## src/rtl/adder64_rr_arbiter.sv

```systemverilog
// Round-robin front end that shares one pipelined adder among NUM_REQ requesters; optional checker: ADDER64_ARB_CHECK_EN.
// Latency: accept at T -> add_en at T+1 -> rsp_valid at T+LATENCY+2.
// Backpressure: req_ready is a one-hot grant (one issue per cycle); responses cannot be stalled and must always be sunk.
module adder64_rr_arbiter #(
    parameter int DATA_WIDTH = 64,
    parameter int NUM_REQ    = 4,
    parameter int LATENCY    = 4,
    parameter int ID_W       = $clog2(NUM_REQ)
) (
    input  logic                          clk,
    input  logic                          rst,
    input  logic [NUM_REQ-1:0]            req_valid,
    output logic [NUM_REQ-1:0]            req_ready,
    input  logic [NUM_REQ*DATA_WIDTH-1:0] req_a,
    input  logic [NUM_REQ*DATA_WIDTH-1:0] req_b,
    output logic [NUM_REQ-1:0]            rsp_valid,
    output logic [DATA_WIDTH:0]           rsp_sum,
    output logic                          add_en,
    output logic [DATA_WIDTH-1:0]         add_a,
    output logic [DATA_WIDTH-1:0]         add_b,
    input  logic                          add_o_en,
    input  logic [DATA_WIDTH:0]           add_result,
    output logic                          busy,
    output logic                          err
);

    // Round-robin pointer: the last granted requester
    logic [ID_W-1:0] ptr;
    logic            gnt_any;
    logic [ID_W-1:0] gnt_id;
    // ID of the operation currently on add_a/add_b
    logic [ID_W-1:0] iss_id;

    // Tag pipe that tracks which requester owns each adder stage
    logic [LATENCY-1:0] tag_vld;
    logic [ID_W-1:0]    tag_id [LATENCY];

    logic            tail_vld;
    logic [ID_W-1:0] tail_id;

    assign tail_vld = tag_vld[LATENCY-1];
    assign tail_id  = tag_id[LATENCY-1];

    function automatic logic [ID_W-1:0] wrap_id(input int v);
        return ID_W'(v % NUM_REQ);
    endfunction

    function automatic logic [NUM_REQ-1:0] onehot(input logic [ID_W-1:0] id);
        logic [NUM_REQ-1:0] v;
        v = '0;
        v[id] = 1'b1;
        return v;
    endfunction

    // Grant: first valid requester searching upward from ptr+1, wrapping around
    always_comb begin
        gnt_any   = 1'b0;
        gnt_id    = '0;
        req_ready = '0;
        for (int k = 1; k <= NUM_REQ; k++) begin
            if (!gnt_any && req_valid[wrap_id(int'(ptr) + k)]) begin
                gnt_any = 1'b1;
                gnt_id  = wrap_id(int'(ptr) + k);
            end
        end
        if (rst) begin
            gnt_any = 1'b0;
        end
        if (gnt_any) begin
            req_ready = onehot(gnt_id);
        end
    end

    // Issue stage: register the granted operands toward the adder and advance the pointer
    always_ff @(posedge clk) begin
        if (rst) begin
            add_en <= 1'b0;
            add_a  <= '0;
            add_b  <= '0;
            iss_id <= '0;
            ptr    <= ID_W'(NUM_REQ - 1);
        end else begin
            add_en <= gnt_any;
            if (gnt_any) begin
                add_a  <= req_a[int'(gnt_id)*DATA_WIDTH +: DATA_WIDTH];
                add_b  <= req_b[int'(gnt_id)*DATA_WIDTH +: DATA_WIDTH];
                iss_id <= gnt_id;
                ptr    <= gnt_id;
            end
        end
    end

    // Tag pipe: stage 0 samples the issue stage as the adder samples i_en, so the tail lines up with o_en
    always_ff @(posedge clk) begin
        if (rst) begin
            tag_vld <= '0;
            for (int i = 0; i < LATENCY; i++) begin
                tag_id[i] <= '0;
            end
        end else begin
            tag_vld <= {tag_vld[LATENCY-2:0], add_en};
            tag_id[0] <= iss_id;
            for (int i = LATENCY - 1; i > 0; i--) begin
                tag_id[i] <= tag_id[i-1];
            end
        end
    end

    // Return: route the adder result to the owner recorded at the tail of the tag pipe
    always_ff @(posedge clk) begin
        if (rst) begin
            rsp_valid <= '0;
            rsp_sum   <= '0;
        end else begin
            rsp_valid <= '0;
            if (add_o_en && tail_vld) begin
                rsp_valid <= onehot(tail_id);
                rsp_sum   <= add_result;
            end
        end
    end

    assign busy = add_en | (|tag_vld);

`ifdef ADDER64_ARB_CHECK_EN
    // Sticky flag for any disagreement between the tag pipe tail and the adder's o_en
    always_ff @(posedge clk) begin
        if (rst) begin
            err <= 1'b0;
        end else if (add_o_en != tail_vld) begin
            err <= 1'b1;
        end
    end

    a_grant_onehot : assert property (@(posedge clk) disable iff (rst) $onehot0(req_ready))
        else $error("req_ready has more than one bit set: %b", req_ready);
`else
    assign err = 1'b0;
`endif

endmodule

```

## config.mk

```make
export PLATFORM = sky130hd
export DESIGN_NAME = adder64_rr_arbiter
export DESIGN_NICKNAME = d
export VERILOG_FILES = /design/src/rtl/adder64_rr_arbiter.sv
export SDC_FILE = /design/constraint.sdc
export NUM_CORES = 1
export LEC_CHECK = 0
export CAP_MARGIN = 20
export CORE_AREA = 3 3 305 307
export CTS_CLUSTER_SIZE = 40
export DETAILED_ROUTE_END_ITERATION = 6
export DIE_AREA = 0 0 308 310
export PLACE_DENSITY = 0.42
export SLEW_MARGIN = 40
export SYNTH_ARGS = -nofsm -noshare
export SYNTH_HDL_FRONTEND = slang
export SYNTH_SLANG_ARGS = --single-unit
```

## constraint.sdc

```tcl
create_clock -name clk -period 3.1 [get_ports clk]
set_clock_uncertainty 0.15 [all_clocks]
set_input_delay 0.775 -clock clk [delete_from_list [all_inputs] [get_ports clk]]
set_output_delay 0.775 -clock clk [all_outputs]
set_load 0.1 [all_outputs]
```

==> summary.txt, run 1 <==
Outcome
  • Outcome: finished clean

GRT
  • Vias in the first global route: around 13,000
  • Global-route wire length before repair: 87,400 um
  • Initial antenna violation count: 10
  • GRT overflow: 0
  • Pin count of the biggest net entering global routing: 69
  • Tot GR Track Use: roughly an eighth

Pwr
  • Power share of the combinational group: between 40% and 50%
  • Clock share of power: 29.5%
  • Sw frac: just over 40%
  • Worst vdd ir: just over 0.4 mV
  • Pwr Density: around 550 mW/mm2
  • Internal Pwr Total: 7057 uW
  • Net Switching: between 4000 and 5000 uW
  • Leak Pwr: between 0.008 and 0.009 uW
  • Reg power frac: between 20% and 30%

Clock network
  • Clock tree sinks: 214
  • Cts bufs inserted: 30
  • Clk slew on worst S/H paths: approximately 0.060 ns
  • Max Buffers Root-to-Sink: 3
  • CTS H-Tree Depth: 1
  • TritonCTS clock tree: yes
  • Worst-Skew Late Latency: ~0.58 ns
  • Clock root buffer: clkbuf_16

Timing
  • Endpoints failing setup: 0
  • Fin. Hold Viols: 0
  • Unrepaired setup endpoints after global routing: no
  • Worst hold slack: around 0.29 ns
  • Final min period: around 3 ns
  • Fmax: 332.2 MHz
  • Final worst path period share: a little over nine tenths
  • Max_slew headroom: approximately 50%
  • Slew @ Worst Pin: approximately 0.75 ns
  • Sum of negative setup slack: 0 ns
  • Final Max Tran Viols: 0

Synth
  • Ys Warns: 0
  • Share of the synthesized area in the top cell type: 39.24%
  • Yosys top cell by area: dfxtp_1
  • Largest cells by area after synthesis: dfxtp_1 (39%), mux2i_1 (16%), mux2_2 (8.7%), a221o_1 (7.8%), nand3_1 (7.7%)
  • Post-Syn Area per Cell: roughly 9 um2
  • Synthesis-stage register bit count: 214
  • Synth async-reset ratio: 0%
  • Post-Synth Simple-Gate Area: between 10% and 20%
  • Synthesized Nets: 1,768
  • Compound-cell area share of the yosys netlist: between 10% and 20%
  • Xor/xnor share of the synthesized area: 0%
  • Synth Area in Adders: 0%
  • Post-Syn Area: 0.01092 mm2
  • Unique cell type count in the Yosys netlist: 33
  • Count leader, synth: dfxtp_1
  • Post-synthesis mux area share: 24.43%
  • Register area share after synthesis: 39.24%
  • Number of synthesized flops with an enable pin: 0
  • Top cells by count, synth: dfxtp_1 (214), nand2_1 (184), mux2i_1 (172)
  • Largest family of logic cells by synthesized area: multiplexers
  • Predominant post-synthesis flop cell: dfxtp_1
  • Post-synthesis instance total: approximately 1,200

Layout
  • Syn-to-layout area delta: 98.66%
  • Core Util, Final: approximately 24%
  • Share of layout cells above drive strength 1: approximately 24%
  • Nets: 2,603

Flow run
  • Max-Cap Viols: 0

Route
  • Avg WL per Cell: between 15 and 20 um
  • Via count: about 13,000
  • Wirelength, routed: 62,500 um
  • Vias/cell: between 3 and 4
  • Antenna viol nets, final: 0
  • First-pass DRT Iterations: 5
  • # DRC: 0
  • Drt first-iter violations: ~650

Die
  • Die area: around 0.095 mm2
  • # IOs: around 800
  • Die W: 308 um
  • Die Y: ~310 um
  • Rows: 110
  • CORE AREA: 0.09029 mm2
  • Starting Density: between 10% and 20%

Critical path
  • Worst-path fanout max: 3
  • CP startpoint kind: primary input
  • Crit path DAT: ~2.1 ns
  • R2R Path Start: ptr[0]$_SDFFE_PP1P_
  • Critical Path RT: roughly 2.2 ns
  • Worst setup EP type: output pin
  • Crit. Startpoint: req_valid[3]
  • CP Class: primary input to output pin

Placement
  • Dpl hpwl: approximately 50,000 um
  • Global placement routability congestion: roughly 0.85
  • IO buf count: between 700 and 800

Hold path
  • HP Class: register to register
  • HP Start: tag_id[2][0]$_SDFF_PP0_
==> path summary, 6_finish.rpt <==
path / endpoint / slack (ns) / cells after the start
setup / recovery: req_ready[1] / 0.09 / 7
setup reg to reg: add_a[60]$_SDFFE_PP0P_ / 0.43 / 9
hold reg to reg: tag_id[3][0]$_SDFF_PP0_ / 0.29 / 1
hold / removal: tag_id[3][0]$_SDFF_PP0_ / 0.29 / 1
==> sequential cells by signal, summed over array words and instances (netlist names) <==
signal	flops
rsp_sum	65
add_a	64
add_b	64
tag_id	8
rsp_valid	4
tag_vld	4
iss_id	2
ptr	2
add_en	1
==> cell type report <==
cell class,instances,area (um2)
Antenna cell,4,10.01
Clock buffer,39,804.5
Clock inverter,14,183.9
Fill cell,9760,68600
Inverter,2,7.507
Multi-Input combinational cell,847,6137
Sequential cell,214,4285
Tap cell,1176,1471
Timing Repair Buffer,924,8790
==> critical path: stages <==
cell and delay, ns:
dlygate4sd2_1 0.27, a221o_1 0.38, buf_4 0.15, a21boi_4 0.18
buf_12 0.12, nor3_4 0.04, buf_12 0.17
==> layer usage <==
metal  up-vias  part of all wire, %  GRT usage (%)
li1       6067                    -              -
met1      5873                   38          13.56
met3        71                  9.1          4.206
met4         0                  2.2          2.599
met2       530                   51          22.03
met5         -                    0              0
==> logic make-up (layout without fill, tap and decap cells) <==
| logic type | after synthesis | in the layout |
|---|---|---|
| AND/OR/NAND/NOR | 388 | 388 |
| multiplexers | 256 | 256 |
| flip-flops | 214 | 214 |
| AO/OA/AOI/OAI | 202 | 202 |
| buffers and inverters | 123 | 979 |
| other | 1 | 5 |
==> placed cells by master (no fill, tap or decap), types with 2 or more instances in the layout <==
| cell type | n |
|---|---|
| a21oi_1 | 66 |
| a221o_1 | 85 |
| buf_12 | 32 |
| buf_4 | 308 |
| bufinv_16 | 3 |
| clkbuf_1 | 7 |
| clkbuf_16 | 30 |
| clkbuf_8 | 2 |
| clkdlybuf4s50_1 | 578 |
| clkinv_4 | 2 |
| clkinvlp_4 | 5 |
| dfxtp_1 | 213 |
| diode_2 | 4 |
| dlygate4sd2_1 | 4 |
| inv_6 | 2 |
| mux2_2 | 84 |
| mux2i_1 | 172 |
| nand2_1 | 180 |
| nand2_2 | 4 |
| nand3_1 | 169 |
| nor2_1 | 5 |
| nor2_4 | 5 |
| nor2b_1 | 12 |
| nor3_4 | 2 |
| nor4_1 | 2 |
| o221ai_1 | 44 |
==> power by group through the flow <==
stage               clock network [uW]  logic (uW)  registers [uW]
global route                      3780        5400            3270
finish                            3510        5170            3240
global placement                     0        5170            3300
detailed placement                   0        5200            3290
floorplan                            0        1320            5230
CTS                               3710        5230            3240
==> stage by stage <==
step | std cells | power (uW) | setup WS, ns | instance area [um2]
finish | 3220 | 11930 | 0.08980 | 21690
global route | 3217 | 12460 | 0.01427 | 21680
CTS | 3216 | 12180 | 0.007774 | 21680
detailed placement | 3158 | 8489 | -0.3523 | 20640
global placement | 3158 | 8470 | -0.3351 | 20640
floorplan | 1184 | 6547 | -0.2031 | 11000
==> timing repair <==
| item | 4_1_cts | 5_1_grt |
|---|---|---|
| pin swaps | 8 | 0 |
| buffers inserted | 5 | 0 |
| resized for setup | 9 | 2 |
| hold buffers | 0 | 0 |
| setup endpoints to repair | 4 | 3 |
| cloned | 0 | 0 |
Power figures use the tool's default switching activity.
==> run 2, diff against run 1 <==
CORE_AREA = 2 2 304 306   (was 3 3 305 307)
DIE_AREA = 0 0 306 308   (was 0 0 308 310)
==> run 2 against run 1 <==
Net effect: sequential power barely moved; cell area fell by 0.92%; via count fell by 0.37%; critical path depth fell by 2; cell count fell by 0.22%; critical path type unchanged; largest cell class unchanged.
==> summary.txt, run 2 (synthesized netlist as in run 1, its figures left out) <==
Outcome
  • Outcome: finished clean

Pwr
  • Reg power frac: 27.6% (+0.4 points)
  • Leak Pwr: 0.008511 uW (-0.92%)
  • Internal Pwr Total: 6941 uW (-1.7%)
  • Pwr Density: 547.0 mW/mm2 (-0.52%)
  • Clock share of power: 28.9% (-0.6 points)
  • Net Switching: 4813 uW (-1.1%)
  • Worst vdd ir: 0.3066 mV (-24%)
  • Sw frac: 40.95% (+0.13 points)
  • Power share of the combinational group: 43.5% (about the same)

Hold path
  • HP Start: tag_id[2][1]$_SDFF_PP0_
  • HP Class: register to register

Timing
  • Fmax: 325.5 MHz (-2.0%)
  • Final min period: 3.072 ns (+0.06166 ns)
  • Unrepaired setup endpoints after global routing: no
  • Max_slew headroom: 57.47% (+7.4 points)
  • Final worst path period share: 99.09% (+2.0 points)
  • Fin. Hold Viols: 0 (unchanged)
  • Worst hold slack: 0.2832 ns (-0.002983 ns)
  • Slew @ Worst Pin: 0.6380 ns (-0.1111 ns)
  • Endpoints failing setup: 0 (unchanged)
  • Sum of negative setup slack: 0 ns (unchanged)
  • Final Max Tran Viols: 0 (unchanged)

Clock network
  • Clock tree sinks: 214 (unchanged)
  • Post-CTS Hold Buffers: 0 (unchanged)
  • TritonCTS clock tree: yes
  • Clk slew on worst S/H paths: 0.06 ns (about the same)
  • Cts bufs inserted: 29 (-3.3%)
  • Max Buffers Root-to-Sink: 3 (unchanged)
  • Clock root buffer: clkbuf_16
  • CTS H-Tree Depth: 1 (unchanged)
  • Worst-Skew Late Latency: 0.58 ns (about the same)

Layout
  • Most frequent cells in the layout: clkdlybuf4s50_1 (578), buf_4 (300), dfxtp_1 (214)
  • Most flop-heavy register: rsp_sum
  • Max reg flops: 65 (unchanged)
  • Syn-to-layout area delta: 96.83%
  • Core Util, Final: 23.62% (-0.40 points)
  • Nets: 2,590 (-0.50%)
  • Top flop regs: rsp_sum x65, add_a x64, add_b x64
  • Most common cell after layout, fill and taps aside: clkdlybuf4s50_1
  • Share of layout cells above drive strength 1: 23.75% (-0.46 points)

Placement
  • Global placement routability congestion: 0.8417 (-1.4%)
  • Dpl hpwl: 48,330 um (-4.2%)
  • IO buf count: 786 (unchanged)

Die
  • Die Y: 308 um (-0.65%)
  • Die area: 0.09425 mm2 (-1.3%)
  • CORE AREA: 0.09097 mm2 (+0.76%)
  • # IOs: 788 (unchanged)
  • Rows: 111 (+0.91%)
  • Die W: 306 um (-0.65%)
  • Starting Density: 12.00% (-0.091 points)

GRT
  • Initial antenna violation count: 3 (-7)
  • Global-route wire length before repair: 85,420 um (-2.3%)
  • Tot GR Track Use: 11.84% (-0.24 points)
  • Vias in the first global route: 13,280 (-0.36%)
  • GRT overflow: 0 (unchanged)
  • Pin count of the biggest net entering global routing: 81 (+17%)

Route
  • Via count: 12,490 (-0.37%)
  • Avg WL per Cell: 18.57 um (-4.3%)
  • Wirelength, routed: 59,680 um (-4.5%)
  • First-pass DRT Iterations: 7 (+2)
  • Antenna viol nets, final: 0 (unchanged)
  • Vias/cell: 3.889 (-0.16%)
  • Drt first-iter violations: 521 (-19%)
  • # DRC: 0 (unchanged)

Critical path
  • Crit. Startpoint: req_valid[0]
  • Crit path capture: req_ready[2]
  • Worst r2r path cells: 10 (+1)
  • Reg2reg setup slack: 0.40 ns (-0.03 ns)
  • R2R Path Start: ptr[0]$_SDFFE_PP1P_
  • CP Class: primary input to output pin
  • Reg-to-reg endpoint: add_a[23]$_SDFFE_PP0P_
  • Crit path DAT: 2.15 ns (+0.06 ns)
  • Worst-path fanout max: 4 (+1)
  • Worst setup EP type: output pin
  • CP startpoint kind: primary input
  • Critical Path RT: 2.17 ns (about the same)

Flow run
  • Max-Cap Viols: 0 (unchanged)
-- run 2: how the worst min path moves through the flow --
stage,to,cells past startpoint
3_5_place_dp,tag_id[3][1]$_SDFF_PP0_,1
6_report,tag_id[3][1]$_SDFF_PP0_,1
2_1_floorplan,tag_id[1][0]$_SDFF_PP0_,1
4_1_cts,tag_id[3][1]$_SDFF_PP0_,1
3_3_place_gp,tag_id[2][0]$_SDFF_PP0_,1
5_1_grt,tag_id[2][1]$_SDFF_PP0_,1
-- run 2: worst max-delay path, cell delays in order --
cell           delay, ns
dlygate4sd2_1       0.29
or2_4               0.29
a311o_2             0.46
nor2_4              0.14
buf_12              0.18
-- run 2: power by group through the flow --
| stage | Clock [uW] | Sequential, uW | Combinational (uW) |
|---|---|---|---|
| final | 3400 | 3240 | 5110 |
| after global routing | 3650 | 3280 | 5330 |
| after CTS | 3550 | 3240 | 5160 |
| after detailed placement | 0 | 3290 | 5140 |
| after global placement | 0 | 3300 | 5120 |
| after floorplan | 0 | 5230 | 1320 |
-- run 2: metal layers --
metal	share of wire (%)	track usage (%)	wire length, um
met3	8.9	3.944	5335
met4	2.3	3.093	1350
met1	38	13.04	22810
met2	51	21.65	30180
met5	0.017	0	10
-- run 2: timing repair --
action,in CTS,in global routing
pin swaps,3,3
resized for setup,8,4
setup buffers,2,0
endpoints found under the setup margin,4,4
-- run 2: final cells by class --
cell class	count	area (um2)
repair buffers	912	8637
clock buffers	40	827.0
multi-input cells	847	6138
inverters	2	7.507
well taps	1186	1484
clock inverters	10	106.4
flip-flops and latches	214	4284
diodes	2	5.005
fillers	9834	69480
-- run 2: per-stage QoR --
stage	area, um2	worst slack (ns)	total power, uW	std cells
floorplan	11000	-0.2031	6547	1184
global placement	20520	-0.4032	8419	3159
detailed placement	20520	-0.3979	8432	3159
CTS	21470	0.01543	11950	3211
global route	21490	0.002519	12260	3213
finish	21490	0.02814	11750	3213
==> run 3, diff against run 2 <==
ABC_CLOCK_PERIOD_IN_PS = 3100   (was not set)
==> results of run 3 <==
Same layout as run 2: the final DEF is identical, and so are final timing and power.
